===== config.mk =====
export PLATFORM = sky130hd
export DESIGN_NAME = pipe_hazard_ctl
export DESIGN_NICKNAME = d
export VERILOG_FILES = /design/src/rtl/pipe_hazard_ctl.sv
export SDC_FILE = /design/constraint.sdc
export NUM_CORES = 1
export LEC_CHECK = 0
export CORE_ASPECT_RATIO = 0.8
export CORE_UTILIZATION = 47
export DETAILED_ROUTE_END_ITERATION = 8
export GPL_TIMING_DRIVEN = 1
export PLACE_DENSITY = 0.8
export SLEW_MARGIN = 40
export SYNTH_ARGS = -nofsm -noshare
export SYNTH_HDL_FRONTEND = slang
export SYNTH_SLANG_ARGS = --single-unit

===== constraint.sdc =====
create_clock -name clk -period 2.6 [get_ports clk]
set_clock_uncertainty 0.2 [all_clocks]
set_input_delay 0.26 -clock clk [delete_from_list [all_inputs] [get_ports clk]]
set_output_delay 0.26 -clock clk [all_outputs]
set_load 0.01 [all_outputs]

===== src/rtl/pipe_hazard_ctl.sv =====
// Hazard and sequencing controller for a 5-stage MIPS pipeline: post-reset hold,
// load-use stalls, branch flushes, debug halt/drain handshake and event counters.
module pipe_hazard_ctl #(
    parameter int INIT_CYCLES  = 4,
    parameter int DRAIN_CYCLES = 3,
    parameter int CNT_W        = 16
) (
    input  logic             clk,
    input  logic             rst,
    input  logic             if_id_valid,
    input  logic [4:0]       if_id_rs,
    input  logic [4:0]       if_id_rt,
    input  logic             if_id_uses_rt,
    input  logic             id_ex_memread,
    input  logic [4:0]       id_ex_rt,
    input  logic             ex_mem_pcsrc,
    input  logic             halt_req,
    output logic             pc_write,
    output logic             if_id_write,
    output logic             id_bubble,
    output logic             flush_if_id,
    output logic             flush_id_ex,
    output logic             flush_ex_mem,
    output logic             halt_ack,
    output logic [CNT_W-1:0] stall_cnt,
    output logic [CNT_W-1:0] flush_cnt,
    output logic [1:0]       state
);

    typedef enum logic [1:0] {
        S_INIT   = 2'd0,
        S_RUN    = 2'd1,
        S_DRAIN  = 2'd2,
        S_HALTED = 2'd3
    } state_t;

    // One shared down-counter serves both the INIT hold and the DRAIN countdown.
    localparam int MAX_C = (INIT_CYCLES > DRAIN_CYCLES) ? INIT_CYCLES : DRAIN_CYCLES;
    localparam int CW    = (MAX_C > 1) ? $clog2(MAX_C) : 1;
    localparam logic [CW-1:0] INIT_LOAD  = CW'(INIT_CYCLES - 1);
    localparam logic [CW-1:0] DRAIN_LOAD = CW'(DRAIN_CYCLES - 1);

    state_t        st;
    logic [CW-1:0] cnt;
    logic          lu;
    logic          br;

    assign state = st;

    assign lu = if_id_valid & id_ex_memread & (id_ex_rt != 5'd0) &
                ((id_ex_rt == if_id_rs) | (if_id_uses_rt & (id_ex_rt == if_id_rt)));
    assign br = ex_mem_pcsrc & ((st == S_RUN) | (st == S_DRAIN));

    always_comb begin
        // NOTE: every output gets a default first so no path leaves it unassigned (no latch).
        pc_write     = 1'b0;
        if_id_write  = 1'b0;
        id_bubble    = 1'b1;
        flush_if_id  = 1'b0;
        flush_id_ex  = 1'b0;
        flush_ex_mem = 1'b0;
        if (br) begin
            pc_write     = 1'b1;
            if_id_write  = 1'b1;
            id_bubble    = 1'b0;
            flush_if_id  = 1'b1;
            flush_id_ex  = 1'b1;
            flush_ex_mem = 1'b1;
        end else if (st == S_RUN && !lu) begin
            pc_write    = 1'b1;
            if_id_write = 1'b1;
            id_bubble   = 1'b0;
        end
    end

    // NOTE: sequential state uses non-blocking assignments so all registers update together.
    always_ff @(posedge clk or posedge rst) begin
        if (rst) begin
            st        <= S_INIT;
            cnt       <= INIT_LOAD;
            stall_cnt <= '0;
            flush_cnt <= '0;
            halt_ack  <= 1'b0;
        end else begin
            if (st == S_RUN && lu && !br && stall_cnt != '1)
                stall_cnt <= stall_cnt + 1'b1;
            if (br && flush_cnt != '1)
                flush_cnt <= flush_cnt + 1'b1;
            halt_ack <= 1'b0;
            case (st)
                S_INIT: begin
                    if (cnt == '0) st <= S_RUN;
                    else           cnt <= cnt - 1'b1;
                end
                S_RUN: begin
                    // A redirect wins over a halt request; the request is re-seen next cycle.
                    if (halt_req && !br) begin
                        st  <= S_DRAIN;
                        cnt <= DRAIN_LOAD;
                    end
                end
                S_DRAIN: begin
                    if (!halt_req) begin
                        st <= S_RUN;
                    end else if (br) begin
                        cnt <= DRAIN_LOAD;
                    end else if (cnt == '0) begin
                        st       <= S_HALTED;
                        halt_ack <= 1'b1;
                    end else begin
                        cnt <= cnt - 1'b1;
                    end
                end
                S_HALTED: begin
                    if (!halt_req) st <= S_RUN;
                    else           halt_ack <= 1'b1;
                end
                default: st <= S_INIT;
            endcase
        end
    end

endmodule


==> results.toml, run 1 <==
[yosys]
synth_most_common_cell = "dfrtp_1"
synth_top_area_share_pct = 41.6
synth_top_cell_by_area = "dfrtp_1"
synth_edf_count = 0
seq_area_frac_synth_pct = 44.1
ys_top_cells_by_area = "dfrtp_1 (42%), xor2_1 (10%), xnor2_1 (5.8%)"
syn_area_um2 = 2110
avgSynthCellArea_um2 = 10.3
synth-seq-cells = 37
netlist_instances = 204
synthFlopType = "dfrtp_1"
ys_top_cells_by_count = "dfrtp_1 (35), xor2_1 (25), nand3_1 (19)"
ys_types = 43
syn-num-nets = 233
async_flop_share_pct = 100
ys_warn_count = 0

[worst_setup_path]
cp.arrival_ps = 2070
cp_max_fo = 2
endpoint_kind = "output port"
path_cells = "clkdlybuf4s50_1 > xor2_1 > nor4_2 > a32oi_2 > or2_2 > a21o_1 > dlygate4sd2_1"
worst-path-buf-inv = 2
required_ps = 2140
critPathTopFamily = "buffers and inverters"
critical_path.slowest_cell = "clkdlybuf4s50_1"
crit_path_start_kind = "input pin"
cp_slowest_stage_delay_ps = 410
path_class = "input pin to output port"

[floorplan]
design.core.area_um2 = 4230
die_w_um = 76.8
rows = 21
pin_count = 63
start_util_pct = 49.8
fp.dieH_um = 61.9
dieArea_um2 = 4750

[detailed_routing]
wl_um = 4850
vias = 1806
wl_per_cell_um = 14.4
viasPerCell = 5.36
firstDrtPassIters = 4
drt_iter0_drc = 63
final_antenna_net_count = 0
drc = 0

[cts]
cts_root_buf = "clkbuf_8"
clockBufferDepth = 2
cts.sink_count = 37
clkLatencyLatePin_ps = 290
cts_tree = "built"
ctsHoldBuffers = 0
path_clk_slew_ps = 70
cts_buffers = 5
htree_levels = 2

[sta]
drv_slew = 0
post-route-worst-setup-slack_ps = 66.3
period_needed_ps = 2530
max_slew_margin_pct = 69.0
period_share_pct = 97.4
rsz0062_at_grt = "true"
fmax_ghz = 0.395
hold_violations = 0
setup_viol = 0
worst_pin_slew_ps = 465

[cells_and_area]
final_util_pct = 69.7
drive_gt1_share_pct = 12.1
n_antenna_cell = 0
areaGrowthSynthToFinish_pct = 40.0
finalNetCount = 308
final_cell_count_no_fill = 337

[placement]
placedCellCount = 328
dpl.hpwl_um = 3550
gp_congestion = 0.817
place_ws_ps = -273
io_buffers = 62

[power]
pwr-share-clk_pct = 18.1
total_power_mw = 2.14
p_leak_nw = 1.33
power.internal_mw = 1.36
p_comb_share_pct = 46.2
seq_power_share_pct = 35.7
power_per_cell_area_nw_per_um2 = 725
p_sw_mw = 0.783
ir_worst_vdd_uv = 576
swShare_pct = 36.6

[hold_path]
hold_path.class = "input pin to asynchronous set/reset pin"

[outcome]
status = "complete, no violations"

[global_routing]
grtUsageTotal_pct = 21.3
grt_start_max_net_pins = 38
grt_pass1_vias = 1629
grt_pass1_wl_um = 7640
grt_overflow = 0
antenna_found_initial = 0

[flow_run]
drv_cap = 0
-- worst paths after layout --
| kind | from | to | slack [ps] | cells after the start |
|---|---|---|---|---|
| hold reg to reg | flush_cnt[4]$_DFFE_PP0P_ | flush_cnt[4]$_DFFE_PP0P_ | 300 | 1 |
| min in group clk | flush_cnt[4]$_DFFE_PP0P_ | flush_cnt[4]$_DFFE_PP0P_ | 300 | 1 |
| setup reg to reg | state[1]$_DFFE_PP0P_ | stall_cnt[14]$_DFFE_PP0P_ | 300 | 7 |
| hold / removal | rst | flush_cnt[14]$_DFFE_PP0P_ | 170 | 3 |
| max in group asynchronous | rst | cnt[1]$_DFFE_PP1P_ | 1680 | 3 |
| setup / recovery | if_id_rt[1] | pc_write | 70 | 7 |
-- cell type report --
class / instances / area (um^2)
clock inverter: 2 / 10.0
clock buffer: 6 / 72.6
inverter: 4 / 16.3
timing repair buffer: 75 / 714
multi-input combinational: 156 / 1140
sequential: 37 / 928
tap: 57 / 71.3
fill: 357 / 1280
-- what timing repair did --
| action | CTS | global route |
|---|---|---|
| cloned | 0 | 0 |
| pin swaps | 2 | 2 |
| resized for setup | 7 | 3 |
| setup buffers | 1 | 0 |
| endpoints found under the setup margin | 6 | 4 |
-- stage by stage --
| step | instance area, um^2 | hold WS, ps | TNS (ps) |
|---|---|---|---|
| after floorplan | 2110 | 182 | 0 |
| after global routing | 2950 | 247 | -45.6 |
| after CTS | 2930 | 186 | 0 |
| after detailed placement | 2840 | 285 | -817 |
| after global placement | 2840 | 276 | -684 |
| final | 2950 | 169 | 0 |
-- flip-flops by register name, indices dropped and copies added, names as in the netlist --
name	cells
flush_cnt	16
state	2
stall_cnt	16
cnt	2
halt_ack	1
-- placed cells by master, fill, tap and decap left out, drive strengths merged, types with 2 or more instances in the layout --
master / synthesis / layout
xnor2: 14 / 14
nor4: 11 / 11
xor2: 25 / 25
nand4: 6 / 6
mux2: 3 / 3
clkinv: 1 / 3
a21o: 3 / 3
a21oi: 3 / 3
o211ai: 2 / 2
mux2i: 2 / 2
dlygate4sd2: 0 / 5
and2: 3 / 3
and3: 7 / 7
ha: 7 / 7
buf: 5 / 13
nand2b: 3 / 3
nor3: 4 / 4
inv: 3 / 3
a211oi: 2 / 2
nand2: 15 / 15
nor2: 6 / 6
dfstp: 2 / 2
nand3: 19 / 19
and4: 2 / 2
o21ai: 2 / 2
clkdlybuf4s50: 0 / 56
clkbuf: 2 / 6
nor4b: 3 / 3
or4: 3 / 3
dfrtp: 35 / 35
o21a: 2 / 2
-- cells by family (layout without fill, tap and decap cells) --
kind of cell | count (synthesis) | count (layout) | synth area share, %
mux | 5 | 5 | 2.55
compound gates | 21 | 21 | 7.55
xor+xnor | 39 | 39 | 16.2
simple gates | 84 | 84 | 22.5
flops | 37 | 37 | 44.1
fa+ha+maj | 7 | 7 | 4.16
buf+inv | 11 | 87 | 2.91
-- layer usage --
| layer | share of wire (%) | GRT usage, % | wire [um] | vias up |
|---|---|---|---|---|
| met5 | 0 | 0 | 0 | - |
| met4 | 0.43 | 7.69 | 21 | 0 |
| met3 | 4.6 | 4.96 | 222 | 2 |
| met2 | 48 | 35.1 | 2310 | 38 |
| met1 | 47 | 28.1 | 2290 | 881 |
| li1 | - | - | - | 885 |
-- power by group through the flow --
stage / clock, mW / combinational [mW] / sequential, mW
floorplan: 0 / 0.525 / 0.793
global placement: 0 / 0.946 / 0.766
detailed placement: 0 / 0.967 / 0.771
CTS: 0.400 / 0.952 / 0.760
global route: 0.421 / 1.08 / 0.777
finish: 0.388 / 0.988 / 0.763
-- worst min-delay path, delay by kind of cell --
| family | cells | cell delay [ps] |
|---|---|---|
| buffers and inverters | 3 | 830 |
No activity file was read; power rests on OpenSTA's default activity.
==> inputs of run 2 (changes only) <==
--- a/config.mk
+++ b/config.mk
@@ -6,6 +6,7 @@
 export NUM_CORES = 1
 export LEC_CHECK = 0
 export CORE_ASPECT_RATIO = 0.8
+export CORE_MARGIN = 10
 export CORE_UTILIZATION = 47
 export DETAILED_ROUTE_END_ITERATION = 8
 export GPL_TIMING_DRIVEN = 1
==> run 2 against run 1 <==
  * Final cell count increased by 0.89%
  * Register-to-register slack about the same
  * First-iteration DRC count is 63% higher
  * Clock power is 52% higher
  * Fmax down 0.60%
  * Wire length rose by 12%
  * Global-route usage down 6.7 points
  * Critical endpoint is now id_bubble
  * Non-clock buffer count rose by 3
  * Highest routed layer unchanged
  * Die area rose by 59%
==> results.toml, run 2 (same netlist as run 1, synthesis figures left out) <==
[placement]
gp_congestion = 0.834
dpl.hpwl_um = 4270
placedCellCount = 332
io_buffers = 62

[global_routing]
grt_start_max_net_pins = 38
grt_overflow = 0
use_met3_pct = 4.04
grtUsageMet1_pct = 18.0
grt_pass1_vias = 1820
antenna_found_initial = 0
grtUsageTotal_pct = 14.5
use_met2_pct = 23.4
grt_busiest_layer = "met2"
grt_pass1_wl_um = 8790

[cells_and_area]
final_util_pct = 70.9
drive_gt1_share_pct = 14.1
reg_top3 = "flush_cnt (16), stall_cnt (16)"
final_cell_count_no_fill = 340
n_antenna_cell = 0
areaGrowthSynthToFinish_pct = 43.3
finalNetCount = 311
layout_commonest_cell = "clkdlybuf4s50_1"
layout_common_cells = "clkdlybuf4s50_1 (57), dfrtp_1 (35), xor2_1 (25), nand3_1 (19), buf_4 (16)"

[detailed_routing]
final_antenna_net_count = 0
viasPerCell = 5.38
drc = 0
firstDrtPassIters = 4
drt_iter0_drc = 103
wl_per_cell_um = 16.0
vias = 1829
wl_um = 5440

[power]
ir_worst_vdd_uv = 499
p_leak_nw = 1.35
power_per_cell_area_nw_per_um2 = 779

[sta]
final.setup.tns_ps = 0
hold_violations = 0
fin_hold_ws_ps = 158
period_needed_ps = 2550
max_slew_margin_pct = 68.0
drv_slew = 0
worst_pin_slew_ps = 473
period_share_pct = 98.0
setup_viol = 0
fmax_ghz = 0.392

[cts]
clkLatencyLatePin_ps = 300
cts_tree = "built"
htree_levels = 2
cts.sink_count = 37
path_clk_slew_ps = 80
clockBufferDepth = 2
cts_root_buf = "clkbuf_8"
cts_buffers = 5
post-cts-setup-buffers = 0
ctsHoldBuffers = 0

[worst_setup_path]
cp_max_fo = 2
cp.arrival_ps = 2090
crit_path_start_kind = "input pin"
required_ps = 2140
endpoint_kind = "output port"
path_class = "input pin to output port"

[floorplan]
die_w_um = 94.8
pin_count = 63
fp.dieH_um = 79.9
start_util_pct = 49.5
design.core.area_um2 = 4260
rows = 21
dieArea_um2 = 7570

[outcome]
status = "complete, no violations"

[hold_path]
hold_path.class = "input pin to asynchronous set/reset pin"

[flow_run]
drv_cap = 0
[run 2: path summary, 6_finish.rpt]
check | from | end | slack [ps] | cells after the start
min reg2reg | flush_cnt[8]$_DFFE_PP0P_ | flush_cnt[8]$_DFFE_PP0P_ | 290 | 1
max reg2reg | state[1]$_DFFE_PP0P_ | flush_cnt[13]$_DFFE_PP0P_ | 290 | 9
max | id_ex_rt[3] | id_bubble | 50 | 7
min | rst | flush_cnt[6]$_DFFE_PP0P_ | 160 | 3
max in group asynchronous | rst | cnt[1]$_DFFE_PP1P_ | 1690 | 3
min in group clk | flush_cnt[8]$_DFFE_PP0P_ | flush_cnt[8]$_DFFE_PP0P_ | 290 | 1
[run 2: through the flow]
step / power, mW / worst slack [ps] / cell area (um^2)
after floorplan: 1.32 / 274 / 2110
after global placement: 1.74 / -221 / 2870
after detailed placement: 1.77 / -238 / 2870
after CTS: 2.34 / 0.838 / 3000
after global routing: 2.49 / -9.96 / 3020
final: 2.35 / 51.1 / 3020
[run 2: cell type report]
type,count,area (um^2)
inverter,4,15.0
timing repair buffer,78,732
tap,57,71.3
sequential,37,928
fill,344,1240
clock buffer,5,68.8
clock inverter,3,65.1
multi-input combinational,156,1140
[run 2: layer usage]
metal,wire length (um),up-vias
met1,2350,886
met2,2690,46
met3,335,7
li1,-,890
met5,0,-
met4,71,0
[run 2: worst max-delay path: stages]
cell and delay [ps]:
clkdlybuf4s50_1 430, xor2_1 190, nor4_2 300, a32oi_2 150, or2_2 320, a21oi_1 140
dlygate4sd2_1 290
[run 2: timing repair]
item,4_1_cts,5_1_grt
endpoints found under the hold margin,0,0
gates resized for setup,8,4
pin swaps,1,1
setup endpoints to repair,6,7
[run 2: report_power, final]
| part | total (mW) | leakage (nW) | internal, mW | switching, mW |
|---|---|---|---|---|
| logic | 1.00 | 0.785 | 0.501 | 0.499 |
| clock network | 0.591 | 0.0681 | 0.381 | 0.210 |
| registers | 0.759 | 0.495 | 0.672 | 0.0876 |
| total | 2.35 | 1.35 | 1.55 | 0.797 |
==> inputs of run 3 (changes only) <==
--- a/config.mk
+++ b/config.mk
@@ -9,7 +9,9 @@
 export CORE_MARGIN = 10
 export CORE_UTILIZATION = 47
 export DETAILED_ROUTE_END_ITERATION = 8
+export GPL_ROUTABILITY_DRIVEN = 0
 export GPL_TIMING_DRIVEN = 1
+export MAX_ROUTING_LAYER = met4
 export PLACE_DENSITY = 0.8
 export SLEW_MARGIN = 40
 export SYNTH_ARGS = -nofsm -noshare
==> run 3 against run 2 <==
  * Clock power about the same
  * Final cell count did not move
  * Utilization unchanged
  * Combinational power about the same
  * Count of clock-buffer cells in the layout did not move
  * Sequential share of layout area unchanged
  * Via count rose by 0.11%
  * Flip-flop and latch count unchanged
==> results.toml, run 3 (same netlist as run 1, synthesis figures left out) <==
[detailed_routing]
wl_per_cell_um = 16.0
wl_um = 5430
vias = 1831
firstDrtPassIters = 4
viasPerCell = 5.39
drc = 0
final_antenna_net_count = 0
drt_iter0_drc = 98

[sta]
hold_violations = 0
drv_slew = 0
final.setup.tns_ps = 0
max_slew_margin_pct = 67.5
setup_viol = 0
fmax_ghz = 0.392
worst_pin_slew_ps = 480
period_needed_ps = 2550
post-route-worst-setup-slack_ps = 50.1
period_share_pct = 98.1

[cells_and_area]
drive_gt1_share_pct = 14.1
reg_top3 = "flush_cnt (16), stall_cnt (16)"
n_antenna_cell = 0
layout_common_cells = "clkdlybuf4s50_1 (57), dfrtp_1 (35), xor2_1 (25), nand3_1 (19), buf_4 (16)"
finalNetCount = 311
layout_commonest_cell = "clkdlybuf4s50_1"
areaGrowthSynthToFinish_pct = 43.3

[cts]
cts_tree = "built"
cts_buffers = 5
htree_levels = 2
clockBufferDepth = 2
post-cts-setup-buffers = 0
path_clk_slew_ps = 80
clkLatencyLatePin_ps = 300
cts.sink_count = 37
cts_root_buf = "clkbuf_8"

[floorplan]
die_w_um = 94.8
rows = 21
start_util_pct = 49.5
fp.dieH_um = 79.9
dieArea_um2 = 7570
pin_count = 63
design.core.area_um2 = 4260

[placement]
dpl.hpwl_um = 4270
io_buffers = 62
place_ws_ps = -238

[worst_setup_path]
r2r-start = "state[1]$_DFFE_PP0P_"
cp.arrival_ps = 2090
critPathTopFamily = "buffers and inverters"
cp_slowest_stage_delay_ps = 440
required_ps = 2140
cp_max_fo = 2
endpoint_kind = "output port"
path_cells = "clkdlybuf4s50_1 > xor2_1 > nor4_2 > a32oi_2 > or2_2 > a21o_1 > clkdlybuf4s15_1"
crit_path_start_kind = "input pin"
r2r_slack_ps = 280
path_class = "input pin to output port"
crit_path_start = "id_ex_rt[3]"
critical_path.slowest_cell = "clkdlybuf4s50_1"
worst-path-buf-inv = 2

[global_routing]
grt_overflow = 0
grt_pass1_vias = 1820
grt_start_max_net_pins = 38
grt_pass1_wl_um = 8780
antenna_found_initial = 0
grtUsageTotal_pct = 14.9

[power]
power_per_cell_area_nw_per_um2 = 780
ir_worst_vdd_uv = 501
p_leak_nw = 1.35

[flow_run]
drv_cap = 0

[hold_path]
hold_path.class = "input pin to asynchronous set/reset pin"

[outcome]
status = "complete, no violations"
## run 3: cell type report
| cell class | count | area (um^2) |
|---|---|---|
| repair buffers | 78 | 732 |
| clock inverters | 3 | 65.1 |
| flip-flops and latches | 37 | 928 |
| well taps | 57 | 71.3 |
| inverters | 4 | 15.0 |
| fillers | 344 | 1240 |
| clock buffers | 5 | 68.8 |
| multi-input cells | 156 | 1140 |
## run 3: report_power, final
part           leakage, nW  internal, mW  total [mW]  switching (mW)
combinational        0.785         0.501        1.00           0.499
sequential           0.495         0.672       0.760          0.0883
clock               0.0681         0.381       0.593           0.212
total                 1.35          1.55        2.35           0.799
## run 3: layer usage
metal | wire length, um | global-route usage, % | vias up | share of wire [%]
met5 | 0 | - | - | 0
met4 | 81 | 5.82 | 0 | 1.5
met3 | 271 | 3.48 | 7 | 5.0
met2 | 2680 | 23.4 | 43 | 49
met1 | 2400 | 18.3 | 892 | 44
li1 | - | - | 889 | -
## run 3: timing repair
item / 4_1_cts / 5_1_grt
endpoints found under the hold margin: 0 / 0
resized for setup: 8 / 4
hold buffers: 0 / 0
endpoints found under the setup margin: 6 / 7
pin swaps: 1 / 1
## run 3: path summary, 6_finish.rpt
kind,cells after the start,end
hold / removal,3,flush_cnt[6]$_DFFE_PP0P_
max in group asynchronous,3,cnt[1]$_DFFE_PP1P_
setup reg to reg,9,flush_cnt[13]$_DFFE_PP0P_
hold reg to reg,1,flush_cnt[8]$_DFFE_PP0P_
setup / recovery,7,pc_write
min in group clk,1,flush_cnt[8]$_DFFE_PP0P_
## run 3: per-stage QoR
stage	power (mW)	util, %	instance area, um^2	std cells	hold slack [ps]
after detailed placement	1.77	67.5	2870	332	285
after floorplan	1.32	-	2110	204	182
after CTS	2.34	70.6	3000	340	184
final	2.35	70.9	3020	340	157
after global placement	1.74	67.5	2870	332	277
after global routing	2.49	70.9	3020	340	235
## run 3: worst min-delay path, cell delays in order
cell	delay, ps
clkdlybuf4s50_1	390
inv_1	50
buf_4	400
